[src/rtl/uart_fpga_pkg.sv]
// Shared UART definitions: receiver FSM encoding, line constants and the
// helpers that size the fractional tick accumulator.
package uart_fpga_pkg;

    localparam int DEFAULT_CLK_HZ = 100_000_000;
    localparam int DEFAULT_BAUD   = 115_200;
    localparam int DATA_BITS      = 8;
    localparam int OVERSAMPLING   = 16;
    localparam int TX_STOP_BITS   = 2;

    typedef enum logic [2:0] {
        ST_IDLE      = 3'd0,
        ST_START     = 3'd1,
        ST_DATA      = 3'd2,
        ST_STOP      = 3'd3,
        ST_WAIT_HIGH = 3'd4
    } rx_state_e;

    // Accumulator width: enough bits to cover the clock/tick ratio plus
    // eight fractional bits, which keeps the rate error far below 1 %.
    function automatic int acc_width(input longint clk_hz, input longint tick_hz);
        return $clog2(clk_hz / tick_hz) + 8;
    endfunction

    // Rounded phase increment added every clock.
    function automatic longint acc_increment(input longint clk_hz, input longint tick_hz,
                                             input int width);
        return ((tick_hz << width) + (clk_hz >> 1)) / clk_hz;
    endfunction

endpackage

[src/rtl/uart_fpga_geradorOversample.sv]
// Fractional (accumulator-based) oversampling tick generator. The carry out of
// the phase accumulator is the tick, held for exactly one clock.
module uart_fpga_geradorOversample
    import uart_fpga_pkg::*;
#(
    parameter int ClkFrequency  = DEFAULT_CLK_HZ,
    parameter int TickFrequency = DEFAULT_BAUD * OVERSAMPLING
) (
    input  logic clk,
    input  logic rst,
    input  logic enable,
    input  logic clear,
    output logic tick
);

    localparam int     AccWidth = acc_width(longint'(ClkFrequency), longint'(TickFrequency));
    localparam longint IncFull  = acc_increment(longint'(ClkFrequency),
                                                longint'(TickFrequency), AccWidth);
    localparam logic [AccWidth:0] AccInc = IncFull[AccWidth:0];

    logic [AccWidth:0] acc_r;

    // Phase accumulator; clear restarts phase at zero, carry is dropped when disabled.
    always_ff @(posedge clk or posedge rst) begin
        if (rst) begin
            acc_r <= '0;
        end else if (clear) begin
            acc_r <= '0;
        end else if (enable) begin
            acc_r <= {1'b0, acc_r[AccWidth-1:0]} + AccInc;
        end else begin
            acc_r <= {1'b0, acc_r[AccWidth-1:0]};
        end
    end

    assign tick = acc_r[AccWidth];

endmodule

[src/rtl/uart_fpga_receptor.sv]
// 8N1 UART receiver: synchroniser, oversampled start/data/stop sampling FSM,
// registered data, ready and frame-error pulses.
module uart_fpga_receptor
    import uart_fpga_pkg::*;
#(
    parameter int ClkFrequency = DEFAULT_CLK_HZ,
    parameter int Baud         = DEFAULT_BAUD,
    parameter int Oversampling = OVERSAMPLING
) (
    input  logic                 clk,
    input  logic                 rst,
    input  logic                 RxD,
    output logic [DATA_BITS-1:0] RxD_data,
    output logic                 RxD_data_ready,
    output logic                 RxD_frame_error,
    output logic                 RxD_idle
);

    localparam int CntWidth    = $clog2(Oversampling);
    localparam int BitCntWidth = $clog2(DATA_BITS);
    localparam logic [CntWidth-1:0]    HalfCount = CntWidth'(Oversampling / 2 - 1);
    localparam logic [CntWidth-1:0]    FullCount = CntWidth'(Oversampling - 1);
    localparam logic [CntWidth-1:0]    CntOne    = CntWidth'(1);
    localparam logic [BitCntWidth-1:0] LastBit   = BitCntWidth'(DATA_BITS - 1);
    localparam logic [BitCntWidth-1:0] BitOne    = BitCntWidth'(1);

    rx_state_e                state_r, state_s;
    logic                     sync1_r, rxs_r;
    logic [CntWidth-1:0]      tick_cnt_r, tick_cnt_s;
    logic [BitCntWidth-1:0]   bit_cnt_r, bit_cnt_s;
    logic [DATA_BITS-1:0]     shift_r, shift_s;
    logic [DATA_BITS-1:0]     data_r, data_s;
    logic                     ready_r, ready_s;
    logic                     ferr_r, ferr_s;
    logic                     idle_r;
    logic                     tick_s, tg_enable_s, tg_clear_s;

    uart_fpga_geradorOversample #(
        .ClkFrequency (ClkFrequency),
        .TickFrequency(Baud * Oversampling)
    ) u_tick (
        .clk   (clk),
        .rst   (rst),
        .enable(tg_enable_s),
        .clear (tg_clear_s),
        .tick  (tick_s)
    );

    // Two-flop synchroniser for the asynchronous serial line; idles high.
    always_ff @(posedge clk or posedge rst) begin
        if (rst) begin
            sync1_r <= 1'b1;
            rxs_r   <= 1'b1;
        end else begin
            sync1_r <= RxD;
            rxs_r   <= sync1_r;
        end
    end

    // FSM state register.
    always_ff @(posedge clk or posedge rst) begin
        if (rst) begin
            state_r <= ST_IDLE;
        end else begin
            state_r <= state_s;
        end
    end

    // Next-state, counter, shift and output-pulse logic.
    always_comb begin
        state_s     = state_r;
        tick_cnt_s  = tick_cnt_r;
        bit_cnt_s   = bit_cnt_r;
        shift_s     = shift_r;
        data_s      = data_r;
        ready_s     = 1'b0;
        ferr_s      = 1'b0;
        tg_clear_s  = 1'b0;
        tg_enable_s = (state_r != ST_IDLE);
        case (state_r)
            ST_IDLE: begin
                if (!rxs_r) begin
                    state_s    = ST_START;
                    tg_clear_s = 1'b1;
                    tick_cnt_s = '0;
                    bit_cnt_s  = '0;
                end else begin
                    state_s = ST_IDLE;
                end
            end
            ST_START: begin
                if (tick_s && (tick_cnt_r == HalfCount)) begin
                    tick_cnt_s = '0;
                    state_s    = rxs_r ? ST_IDLE : ST_DATA;
                end else if (tick_s) begin
                    tick_cnt_s = tick_cnt_r + CntOne;
                end else begin
                    tick_cnt_s = tick_cnt_r;
                end
            end
            ST_DATA: begin
                if (tick_s && (tick_cnt_r == FullCount)) begin
                    tick_cnt_s = '0;
                    shift_s    = {rxs_r, shift_r[DATA_BITS-1:1]};
                    bit_cnt_s  = bit_cnt_r + BitOne;
                    state_s    = (bit_cnt_r == LastBit) ? ST_STOP : ST_DATA;
                end else if (tick_s) begin
                    tick_cnt_s = tick_cnt_r + CntOne;
                end else begin
                    tick_cnt_s = tick_cnt_r;
                end
            end
            ST_STOP: begin
                if (tick_s && (tick_cnt_r == FullCount)) begin
                    tick_cnt_s = '0;
                    if (rxs_r) begin
                        data_s  = shift_r;
                        ready_s = 1'b1;
                        state_s = ST_IDLE;
                    end else begin
                        ferr_s  = 1'b1;
                        state_s = ST_WAIT_HIGH;
                    end
                end else if (tick_s) begin
                    tick_cnt_s = tick_cnt_r + CntOne;
                end else begin
                    tick_cnt_s = tick_cnt_r;
                end
            end
            ST_WAIT_HIGH: begin
                if (rxs_r) begin
                    state_s = ST_IDLE;
                end else begin
                    state_s = ST_WAIT_HIGH;
                end
            end
            default: begin
                state_s = ST_IDLE;
            end
        endcase
    end

    // Datapath registers and registered outputs; idle tracks next state/line.
    always_ff @(posedge clk or posedge rst) begin
        if (rst) begin
            tick_cnt_r <= '0;
            bit_cnt_r  <= '0;
            shift_r    <= '0;
            data_r     <= '0;
            ready_r    <= 1'b0;
            ferr_r     <= 1'b0;
            idle_r     <= 1'b1;
        end else begin
            tick_cnt_r <= tick_cnt_s;
            bit_cnt_r  <= bit_cnt_s;
            shift_r    <= shift_s;
            data_r     <= data_s;
            ready_r    <= ready_s;
            ferr_r     <= ferr_s;
            idle_r     <= (state_s == ST_IDLE) && sync1_r;
        end
    end

    assign RxD_data        = data_r;
    assign RxD_data_ready  = ready_r;
    assign RxD_frame_error = ferr_r;
    assign RxD_idle        = idle_r;

endmodule

[config.mk]
export PLATFORM = sky130hd
export DESIGN_NAME = uart_fpga_receptor
export DESIGN_NICKNAME = d
export VERILOG_FILES = /design/src/rtl/uart_fpga_pkg.sv /design/src/rtl/uart_fpga_geradorOversample.sv /design/src/rtl/uart_fpga_receptor.sv
export SDC_FILE = /design/constraint.sdc
export NUM_CORES = 1
export LEC_CHECK = 0
export ABC_AREA = 1
export BUFFER_PORTS_ARGS = -buffer_cell sky130_fd_sc_hd__buf_2
export CAP_MARGIN = 40
export CORE_ASPECT_RATIO = 2
export CORE_UTILIZATION = 34
export CTS_CLUSTER_DIAMETER = 60
export DETAILED_ROUTE_END_ITERATION = 8
export PLACE_DENSITY = 0.62
export SYNTH_ARGS = -nofsm -noshare
export SYNTH_HDL_FRONTEND = slang
export SYNTH_HIERARCHICAL = 1
export SYNTH_SLANG_ARGS = --single-unit
[constraint.sdc]
create_clock -name clk -period 4.1 [get_ports clk]
set_clock_uncertainty 0.15 [all_clocks]
set_input_delay 0.205 -clock clk [delete_from_list [all_inputs] [get_ports clk]]
set_output_delay 0.205 -clock clk [all_outputs]
set_load 0.01 [all_outputs]
-- Word-level counts from Yosys, hierarchy flattened
Cells that the tools add are included.
- register bits after elaboration: 46
- input bits: 3
- output and inout bits: 11
- logic and storage cells: 63
- add/sub/neg operators: 3
- equal/unequal tests: 9
- multiplexer cells: 25
- reduce and logical (&&, ||, !) cells: 14
- operators with widths (cell ; count):
    $mux 15 ; 2
    $mux 3 ; 6
    $mux 4 ; 4
    $add 14x9->15 const B ; 1
    $pmux 3 s5 ; 1
    $pmux 4 s3 ; 1
    $mux 1 ; 9
    $eq 3x2->1 const B ; 2
    $eq 3x3->1 const B ; 2
    $logic_not 3->1 ; 2
    $pmux 3 s2 ; 1
    $reduce_and 3->1 ; 2
    $reduce_bool 3->1 ; 2
    $add 4x1->4 const B ; 1
    $eq 4x3->1 const B ; 1
    $eq 4x4->1 const B ; 1
    $ne 2x2->1 const B ; 2
    $reduce_and 2->1 ; 2
    $reduce_bool 2->1 ; 2
    $add 3x1->3 const B ; 1
    $eq 3x1->1 const B ; 1
    $logic_and 1x1->1 ; 3
    $mux 2 ; 1
    $reduce_or 2->1 ; 1

-- Depth between registers and ports, before layout
Gate-level depths: netlist of run 1.
- depth in word-level cells: 6
- mapped depth: 9
- depth with buffers taken out: 9

-- By module
Netlist of run 1, hierarchy kept.
- modules (own cells, without submodules) (module ; instances ; cells an instance ; area an instance (sq um) ; sequential area each (sq um)):
    uart_fpga_receptor ; 1 ; 156 ; 1463.9 ; 779.5
    uart_fpga_geradorOversample ; 1 ; 103 ; 767.0 ; 350.3

-- Least setup slack after synthesis of run 1
No wires, ideal clock.
- path type: register -> register
- from: reg tick_cnt_r[0]
- to: reg data_r[5], in the netlist RxD_data[5]
- setup time: 0.118 ns
- data arrival time: 1.189 ns
- required time: 3.832 ns
- slack: 2.642 ns
- cell stages (with the launch flop): 8
- buffers on the path: 1
- clock period less this slack: 1.458 ns
- cells stage by stage: dfrtp_1 -> ha_1 -> nand3_1 -> nor2_4 -> nand3_4 -> buf_6 -> nand2_1 -> o21ai_2
- word-level cells in the longest chain between the ends: 3
- RTL lines (what ; line ; RTL):
    from (decl) ; uart_fpga_receptor.sv:29 ; logic [CntWidth-1:0] tick_cnt_r, tick_cnt_s;
    from (signal assigned) ; uart_fpga_receptor.sv:154 ; tick_cnt_r <= tick_cnt_s;
    $eq 4x4->1 ; uart_fpga_receptor.sv:114 ; if (tick_s && (tick_cnt_r == FullCount)) begin
    $logic_and 1x1->1 ; uart_fpga_receptor.sv:114 ;
    $reduce_and 3->1 (no source line) ; n/a ;
    to (signal assigned) ; uart_fpga_receptor.sv:157 ; data_r <= data_s;
    to (decl) ; uart_fpga_receptor.sv:32 ; logic [DATA_BITS-1:0] data_r, data_s;
No other way between the ends.
A chain may end at the register's enable or synchronous reset.

-- Final worst setup path of run 1
- from: reg state_r[2]
- to: reg u_tick.acc_r[4]
- elaborated cells between the ends (all ways): 5
- those cells by class: mux (2); reduce/logical (3)
- RTL lines (what ; line ; RTL):
    from (decl) ; uart_fpga_receptor.sv:27 ; rx_state_e state_r, state_s;
    from (signal assigned) ; uart_fpga_receptor.sv:65 ; state_r <= state_s;
    $reduce_bool 3->1 ; uart_fpga_receptor.sv:79 ; tg_enable_s = (state_r != ST_IDLE);
    named net tg_enable_s ; uart_fpga_receptor.sv:36 ; logic tick_s, tg_enable_s, tg_clear_s;
    $reduce_bool 2->1 (no source line) ; n/a ;
    to (signal assigned) ; uart_fpga_geradorOversample.sv:30 ; acc_r <= {1'b0, acc_r[AccWidth-1:0]} + AccInc;
    to (signal assigned) ; uart_fpga_geradorOversample.sv:32 ; acc_r <= {1'b0, acc_r[AccWidth-1:0]};
    to (decl) ; uart_fpga_geradorOversample.sv:21 ; logic [AccWidth:0] acc_r;
The timed path passes the listed nets, and every way through them passes these cells.

==> impl_results.md, run 1 <==
- Outcome: completed
- Instance count of the mapped netlist: 259
- Proportion of netlist area held by the largest area contributor: a little under half
- Starting Density: ~35%
- GR Overflow Total: 0
- Arrival time of data at the critical path endpoint: 1.94 ns
- Width of the chip: approximately 59 um
- CP Capture Type: register
- Depth of the most critical reg-to-reg path: 6
- Leading cell types by count after synthesis: 66 x sky130_fd_sc_hd__nand2_1, 42 x sky130_fd_sc_hd__dfrtp_1, 36 x sky130_fd_sc_hd__inv_1
- Cell type with the highest aggregate area in the netlist: sky130_fd_sc_hd__dfrtp_1
- Routability congestion estimate from global placement: 0.822
- Initial antenna violation count: 0
- Final antenna diode count: 0
- R2R setup slack: about 2.2 ns
- Worst-margin pin slew: around 0.56 ns
- Root buffer cell: sky130_fd_sc_hd__clkbuf_16
- Share of the yosys chip area belonging to registers: around half
- DRT Wirelength: about 3.9 mm
- CTS clk-pin slew, worst paths: around 0.060 ns
- Sequential share of power: 48.1%
- Number of iterations in the first detailed-routing pass: 4
- Area of the placeable core: 6310 sq um
- Most instantiated flip-flop cell in the synthesis netlist: sky130_fd_sc_hd__dfrtp_1
- Post-synthesis net count: approximately 270
- Worst-Skew Late Latency: roughly 0.29 ns
- Final Critical Period: about 1.9 ns
- Sinks on the clock net: 45
- Leak pwr: roughly 1.4 nW
- Number of max-slew violations in the final report: 0
- Average via count per standard cell: between 4 and 5
- Share of total power in the clock network: 50.4%
- Setup repair after global routing missed its margin: no
- Destination of the critical timing path: u_tick/acc_r[4]
- Antenna Violating Nets Remaining: 0
- Category of the critical setup timing path: register to register
- Clock tree from TritonCTS: yes
- Dominant cell by count in the synthesized netlist: sky130_fd_sc_hd__nand2_1
- Number of enable-type register cells in the synthesized netlist: 0
- Syn_area_per_cell: roughly 8.6 sq um
- Clock buffer count from CTS: 5
- Die span in y: approximately 120 um
- Number of max-capacitance violations reported: 0
- Maximum vdd ir drop: ~0.22 mV
- Share of async-settable or async-resettable flops after synthesis: 100%
- Post-Syn Area: 2230 sq um
- #FFs+latches synth: 45
- Overall die area: 6910 sq um
- Combinational group share of total power: under 10%
- Deepest clock path buffer count: 2
- Inst Count DP: roughly 350
- Share of layout cells above drive strength 1: a little over a fifth
- Internal power contribution: 753 uW
- Start point of the critical path: state_r[2]
- Count of different cell masters after synthesis: 29
- WL/cell: ~11 um
- Remaining design rule violation count: 0
- 1st-iter DRT viols: 73
- Setup TNS: 0 ns
- Number of H-tree levels: 2
- Element type at the critical path start: register
- Class of the most critical hold timing path: register to register
- Number of rows in the core area: 41
- Synth warn: 6
- Highest fanout seen on the critical path: 13
- Total vias in the final route: between 1500 and 2000
- Count of input and output buffers: 13
- Maximum clock frequency: about 530 MHz
- Ratio of total power to cell area: between 300 and 400 nW/um^2
- Final cycle utilization of the critical path: approximately 46%
- Net Sw Frac: 19.0%
- Endpoint required time on the critical path: 4.17 ns
- NetSw: roughly 180 uW
- Beginning of the worst register-to-register path: state_r[2]
- Post-CTS Resized: 0
- Largest net degree at the start of global routing: 32
- Final HPWL from detailed placement: 2.97 mm
- Layout overhead on the synthesized area: 14.9%
- Instance area after placement: 2370 sq um
- R2R Path End: u_tick/acc_r[4]
- Post-Layout Inst Area: 2560 sq um
- Post-layout total power: a little over 900 uW
- Via count of the first global-routing pass: 1601
- Hold Fails Final Rpt: 0
- Headroom to the max-slew limit: approximately 62%
- Post-layout instance count excluding filler cells: around 360
- Setup violation total in the final timing report: 0
- I/O pin cnt: 14
- Global routing usage summed across all routing layers: 13.3%
- Cell types with the largest area share after synthesis: sky130_fd_sc_hd__dfrtp_1 47%, sky130_fd_sc_hd__nand2_1 11%, sky130_fd_sc_hd__inv_1 6.1%, sky130_fd_sc_hd__o21ai_2 5.9%, sky130_fd_sc_hd__nand3_1 4.3%
- Wire length of the first global-routing pass: ~6.9 mm
- Net count of the finished layout: approximately 280
## power groups by stage
stage               Combinational [mW]  Sequential, mW  Clock [mW]
global route                    0.0161           0.447       0.496
CTS                             0.0144           0.447       0.478
detailed placement              0.0130           0.456           0
finish                          0.0134           0.447       0.469
global placement                0.0129           0.456           0
floorplan                      0.00787           0.455           0
## stage by stage
step                hold slack (ns)  setup slack, ns  util (%)
global placement              0.138             2.27      37.5
floorplan                   -0.0558             2.64         -
detailed placement            0.148             2.22      37.5
finish                        0.216             2.23      40.6
CTS                           0.219             2.21      40.6
global route                  0.223             1.94      40.6
## cell families (layout without fill, tap and decap cells)
kind of cell,after synthesis,after routing,synth area share (%)
AOI/OAI and AO/OA,36,36,11.2
xor gates and xnor gates,1,1,0.393
adders and majority gates,4,4,2.24
buffers and inverters,42,61,8.19
DFF,45,45,50.6
and+or+nand+nor,131,131,27.4
## worst min path at each step
stage / cells past startpoint / to / from
2_1_floorplan: 1 / u_tick/acc_r[10] / rst
3_3_place_gp: 2 / u_tick/acc_r[5] / rst
3_5_place_dp: 2 / u_tick/acc_r[4] / rst
4_1_cts: 0 / rxs_r / sync1_r
5_1_grt: 0 / rxs_r / sync1_r
6_report: 0 / rxs_r / sync1_r
## final cells by class
class | count | area [sq um]
multi-input cells | 172 | 918
fillers | 658 | 3750
clock buffers | 6 | 139
flip-flops and latches | 45 | 1130
well taps | 86 | 108
inverters | 37 | 139
clock inverters | 2 | 37.5
repair buffers | 16 | 92.6
## registers in the layout (all words and copies together) (netlist names)
| signal | count |
|---|---|
| rxs_r | 1 |
| RxD_idle | 1 |
| shift_r | 8 |
| RxD_data | 8 |
| bit_cnt_r | 3 |
| RxD_frame_error | 1 |
| u_tick/acc_r | 14 |
| state_r | 3 |
| tick_cnt_r | 4 |
| RxD_data_ready | 1 |
| sync1_r | 1 |
## critical path, stage by stage (launching register included)
cell and delay [ns]:
sky130_fd_sc_hd__dfrtp_1 0.55, sky130_fd_sc_hd__inv_1 0.07, sky130_fd_sc_hd__nand2_1 0.32, sky130_fd_sc_hd__nor2_2 0.09, sky130_fd_sc_hd__inv_1 0.32, sky130_fd_sc_hd__o21ai_0 0.17
sky130_fd_sc_hd__a21oi_1 0.13
## repair_timing
action,4_1_cts,5_1_grt
hold buffers,2,0
hold endpoints to repair,43,0
setup buffers,0,0
endpoints found under the setup margin,0,0
## layer usage
metal / GRT usage (%) / share of wire [%] / up-vias / wire (um)
met5: 0 / 0 / - / 0
met3: 3.32 / 2.8 / 7 / 110
li1: - / - / 855 / -
met4: 5.24 / 1.7 / 0 / 65
met1: 13.1 / 39 / 766 / 1520
met2: 25.3 / 56 / 26 / 2180
## cell usage in the layout (no fill, tap or decap), types with 2 or more instances in the layout
cell type,n
sky130_fd_sc_hd__dfrtp_1,42
sky130_fd_sc_hd__ha_1,4
sky130_fd_sc_hd__clkbuf_16,5
sky130_fd_sc_hd__nor3_1,4
sky130_fd_sc_hd__nand2_1,66
sky130_fd_sc_hd__dfstp_2,3
sky130_fd_sc_hd__nand2_2,6
sky130_fd_sc_hd__a21oi_1,10
sky130_fd_sc_hd__dlygate4sd3_1,2
sky130_fd_sc_hd__o21ai_0,5
sky130_fd_sc_hd__nand3_1,19
sky130_fd_sc_hd__nand4_1,2
sky130_fd_sc_hd__a21oi_2,2
sky130_fd_sc_hd__buf_2,13
sky130_fd_sc_hd__nand3_2,2
sky130_fd_sc_hd__nor2_1,23
sky130_fd_sc_hd__nor2_2,4
sky130_fd_sc_hd__o21ai_2,15
sky130_fd_sc_hd__inv_1,36
Power figures use the tool's default switching activity.
==> run 2: changes to the inputs <==
--- a/config.mk
+++ b/config.mk
@@ -12,7 +12,7 @@
 export CORE_UTILIZATION = 34
 export CTS_CLUSTER_DIAMETER = 60
 export DETAILED_ROUTE_END_ITERATION = 8
-export PLACE_DENSITY = 0.62
+export PLACE_DENSITY = 0.63
 export SYNTH_ARGS = -nofsm -noshare
 export SYNTH_HDL_FRONTEND = slang
 export SYNTH_HIERARCHICAL = 1
==> constraint.sdc (replaced) <==
create_clock -name clk -period 1.5 [get_ports clk]
set_clock_uncertainty 0.15 [all_clocks]
set_input_delay 0.075 -clock clk [delete_from_list [all_inputs] [get_ports clk]]
set_output_delay 0.075 -clock clk [all_outputs]
set_load 0.01 [all_outputs]
==> run 2 against run 1 <==
Net effect: the run now ends with setup timing left; sequential share of layout area down 5.0 points; utilization up 5.2 points; sequential power rose to 2.7 times the previous value; power up 150%; maximum frequency up 24%; die area unchanged; clock-buffer cell count up 1; critical path depth up 1; flip-flop and latch count unchanged; combinational power rose to 3.1 times the previous value; largest cell class unchanged.
==> impl_results.md, run 2 (synthesized netlist as in run 1, its figures left out) <==
- Class of the most critical hold timing path: register to register
- Maximum vdd ir drop: a little over 0.6 mV
- Setup repair after global routing missed its margin: yes
- Most frequent cells in the layout: 49 x sky130_fd_sc_hd__nand2_1, 42 x sky130_fd_sc_hd__dfrtp_1, 33 x sky130_fd_sc_hd__inv_1
- Category of the critical setup timing path: register to register
- Largest net degree at the start of global routing: 32
- Final HPWL from detailed placement: slightly above 3 mm
- CP Capture Type: register
- Global routing usage summed across all routing layers: 13.4%
- Remaining design rule violation count: 0
- Clock buffer count from CTS: 5
- Root buffer cell: sky130_fd_sc_hd__clkbuf_16
- Leak pwr: between 1 and 1.5 nW
- Deepest clock path buffer count: 2
- Element type at the critical path start: register
- Total vias in the final route: approximately 1800
- Starting Density: between 30 and 40%
- Net count of the finished layout: approximately 310
- Final antenna diode count: 0
- Failing checks: setup timing
- Final Critical Period: around 1.5 ns
- Worst-Skew Late Latency: between 0.2 and 0.3 ns
- Number of max-slew violations in the final report: 0
- Most frequent standard cell in the layout excluding fill and tap cells: sky130_fd_sc_hd__nand2_1
- Headroom to the max-slew limit: between 60% and 70%
- Outcome: complete, but fails checks
- Number of H-tree levels: 2
- Instance area after placement: 2460 sq um
- CTS clk-pin slew, worst paths: ~0.06 ns
- Hold Fails Final Rpt: 0
- Sinks on the clock net: 45
- Average via count per standard cell: 4.62
- Via count of the first global-routing pass: between 1500 and 2000
- Wire length of the first global-routing pass: around 7 mm
- Area of the placeable core: around 6300 sq um
- Share of layout cells above drive strength 1: between 30% and 40%
- Worst-margin pin slew: 0.545 ns
- Post-Layout Inst Area: slightly below 3000 sq um
- WL/cell: roughly 11 um
- Ratio of total power to cell area: roughly 800 nW/um^2
- Number of max-capacitance violations reported: 0
- Overall die area: 6910 sq um
- GR Overflow Total: 0
- Number of iterations in the first detailed-routing pass: 4
- Number of flip-flops in the largest register: 14
- CP max stage delay: between 0.3 and 0.4 ns
- Chain of cells forming the critical path: ha_4 -> nand3_4 -> nor2_4 -> buf_6 -> nand3_4 -> nand2_2 -> o21ai_2
- Routability congestion estimate from global placement: between 0.8 and 0.9
- Endpoint required time on the critical path: approximately 1.5 ns
- Antenna Violating Nets Remaining: 0
- Critical path buffers and inverters: 1
- Die span in y: roughly 120 um
- Count of input and output buffers: 13
- Initial antenna violation count: 0
- Kind of cell with the highest combined delay on the critical path: simple AND/OR/NAND/NOR gates
- DRT Wirelength: approximately 4.4 mm
- Highest fanout seen on the critical path: 8
- Layout overhead on the synthesized area: 29.7%
- Clock tree from TritonCTS: yes
- I/O pin cnt: 14
- Standard cell with the maximum stage delay on the critical path: sky130_fd_sc_hd__dfrtp_1
- Number of rows in the core area: 41
- Post-layout instance count excluding filler cells: approximately 390
- Arrival time of data at the critical path endpoint: around 1.5 ns
- Maximum clock frequency: between 600 and 700 MHz
- Most flops, register: u_tick/acc_r
- Inst Count DP: ~370
- Final cycle utilization of the critical path: 100%
- Post-route worst setup slack: -0.00458 ns
- Most prevalent standard cell on the critical path: sky130_fd_sc_hd__nand3_4
- 1st-iter DRT viols: 56
- Setup violation total in the final timing report: 3
- Width of the chip: 59.3 um
==> run 2: final cells by class <==
| class | instances | area (sq um) |
|---|---|---|
| fillers | 609 | 3420 |
| flip-flops and latches | 45 | 1130 |
| multi-input cells | 174 | 1070 |
| repair buffers | 38 | 309 |
| inverters | 37 | 139 |
| clock buffers | 7 | 133 |
| well taps | 86 | 108 |
| clock inverters | 1 | 7.51 |
==> run 2: power by group <==
group / internal, mW / switching (mW) / leakage [nW]
Combinational: 0.0108 / 0.0312 / 0.844
Clock: 0.618 / 0.425 / 0.0641
Sequential: 1.22 / 0.00229 / 0.591
Total: 1.85 / 0.459 / 1.50
==> run 2: final timing paths <==
path,endpoint,slack (ns),cells after the start,start
max in group asynchronous,sync1_r,0.60,4,rst
min reg2reg,rxs_r,0.22,0,sync1_r
max reg2reg,RxD_data[5],-0.005,7,tick_cnt_r[1]
max,RxD_data[5],-0.005,7,tick_cnt_r[1]
min in group asynchronous,u_tick/acc_r[2],0.24,3,rst
min,rxs_r,0.22,0,sync1_r
==> run 2: metal layers <==
layer | vias up | global-route usage (%) | part of all wire (%)
met5 | - | 0 | 0
met4 | 0 | 5.56 | 2.8
met3 | 12 | 2.66 | 2.1
met2 | 27 | 25.2 | 58
met1 | 847 | 13.9 | 37
li1 | 906 | - | -
==> run 2: per-stage QoR <==
stage / worst slack [ns] / power (mW) / TNS (ns) / utilization, % / hold slack, ns
final: -0.00458 / 2.31 / -0.0118 / 45.8 / 0.219
after global routing: -0.110 / 2.39 / -0.774 / 45.8 / 0.225
after CTS: -0.0519 / 2.34 / -0.391 / 43.2 / 0.223
after detailed placement: -0.0718 / 1.28 / -0.532 / 39.1 / 0.0106
after global placement: -0.0262 / 1.28 / -0.0695 / 39.1 / 0.0194
after floorplan: 0.0424 / 1.27 / 0 / - / -0.186
==> run 2: timing repair <==
| item | 4_1_cts | 5_1_grt |
|---|---|---|
| pin swaps | 9 | 12 |
| cloned | 1 | 1 |
| hold buffers | 2 | 0 |
| setup endpoints to repair | 20 | 29 |
| gates resized for setup | 13 | 30 |
| endpoints found under the hold margin | 43 | 0 |
| buffers inserted | 4 | 5 |
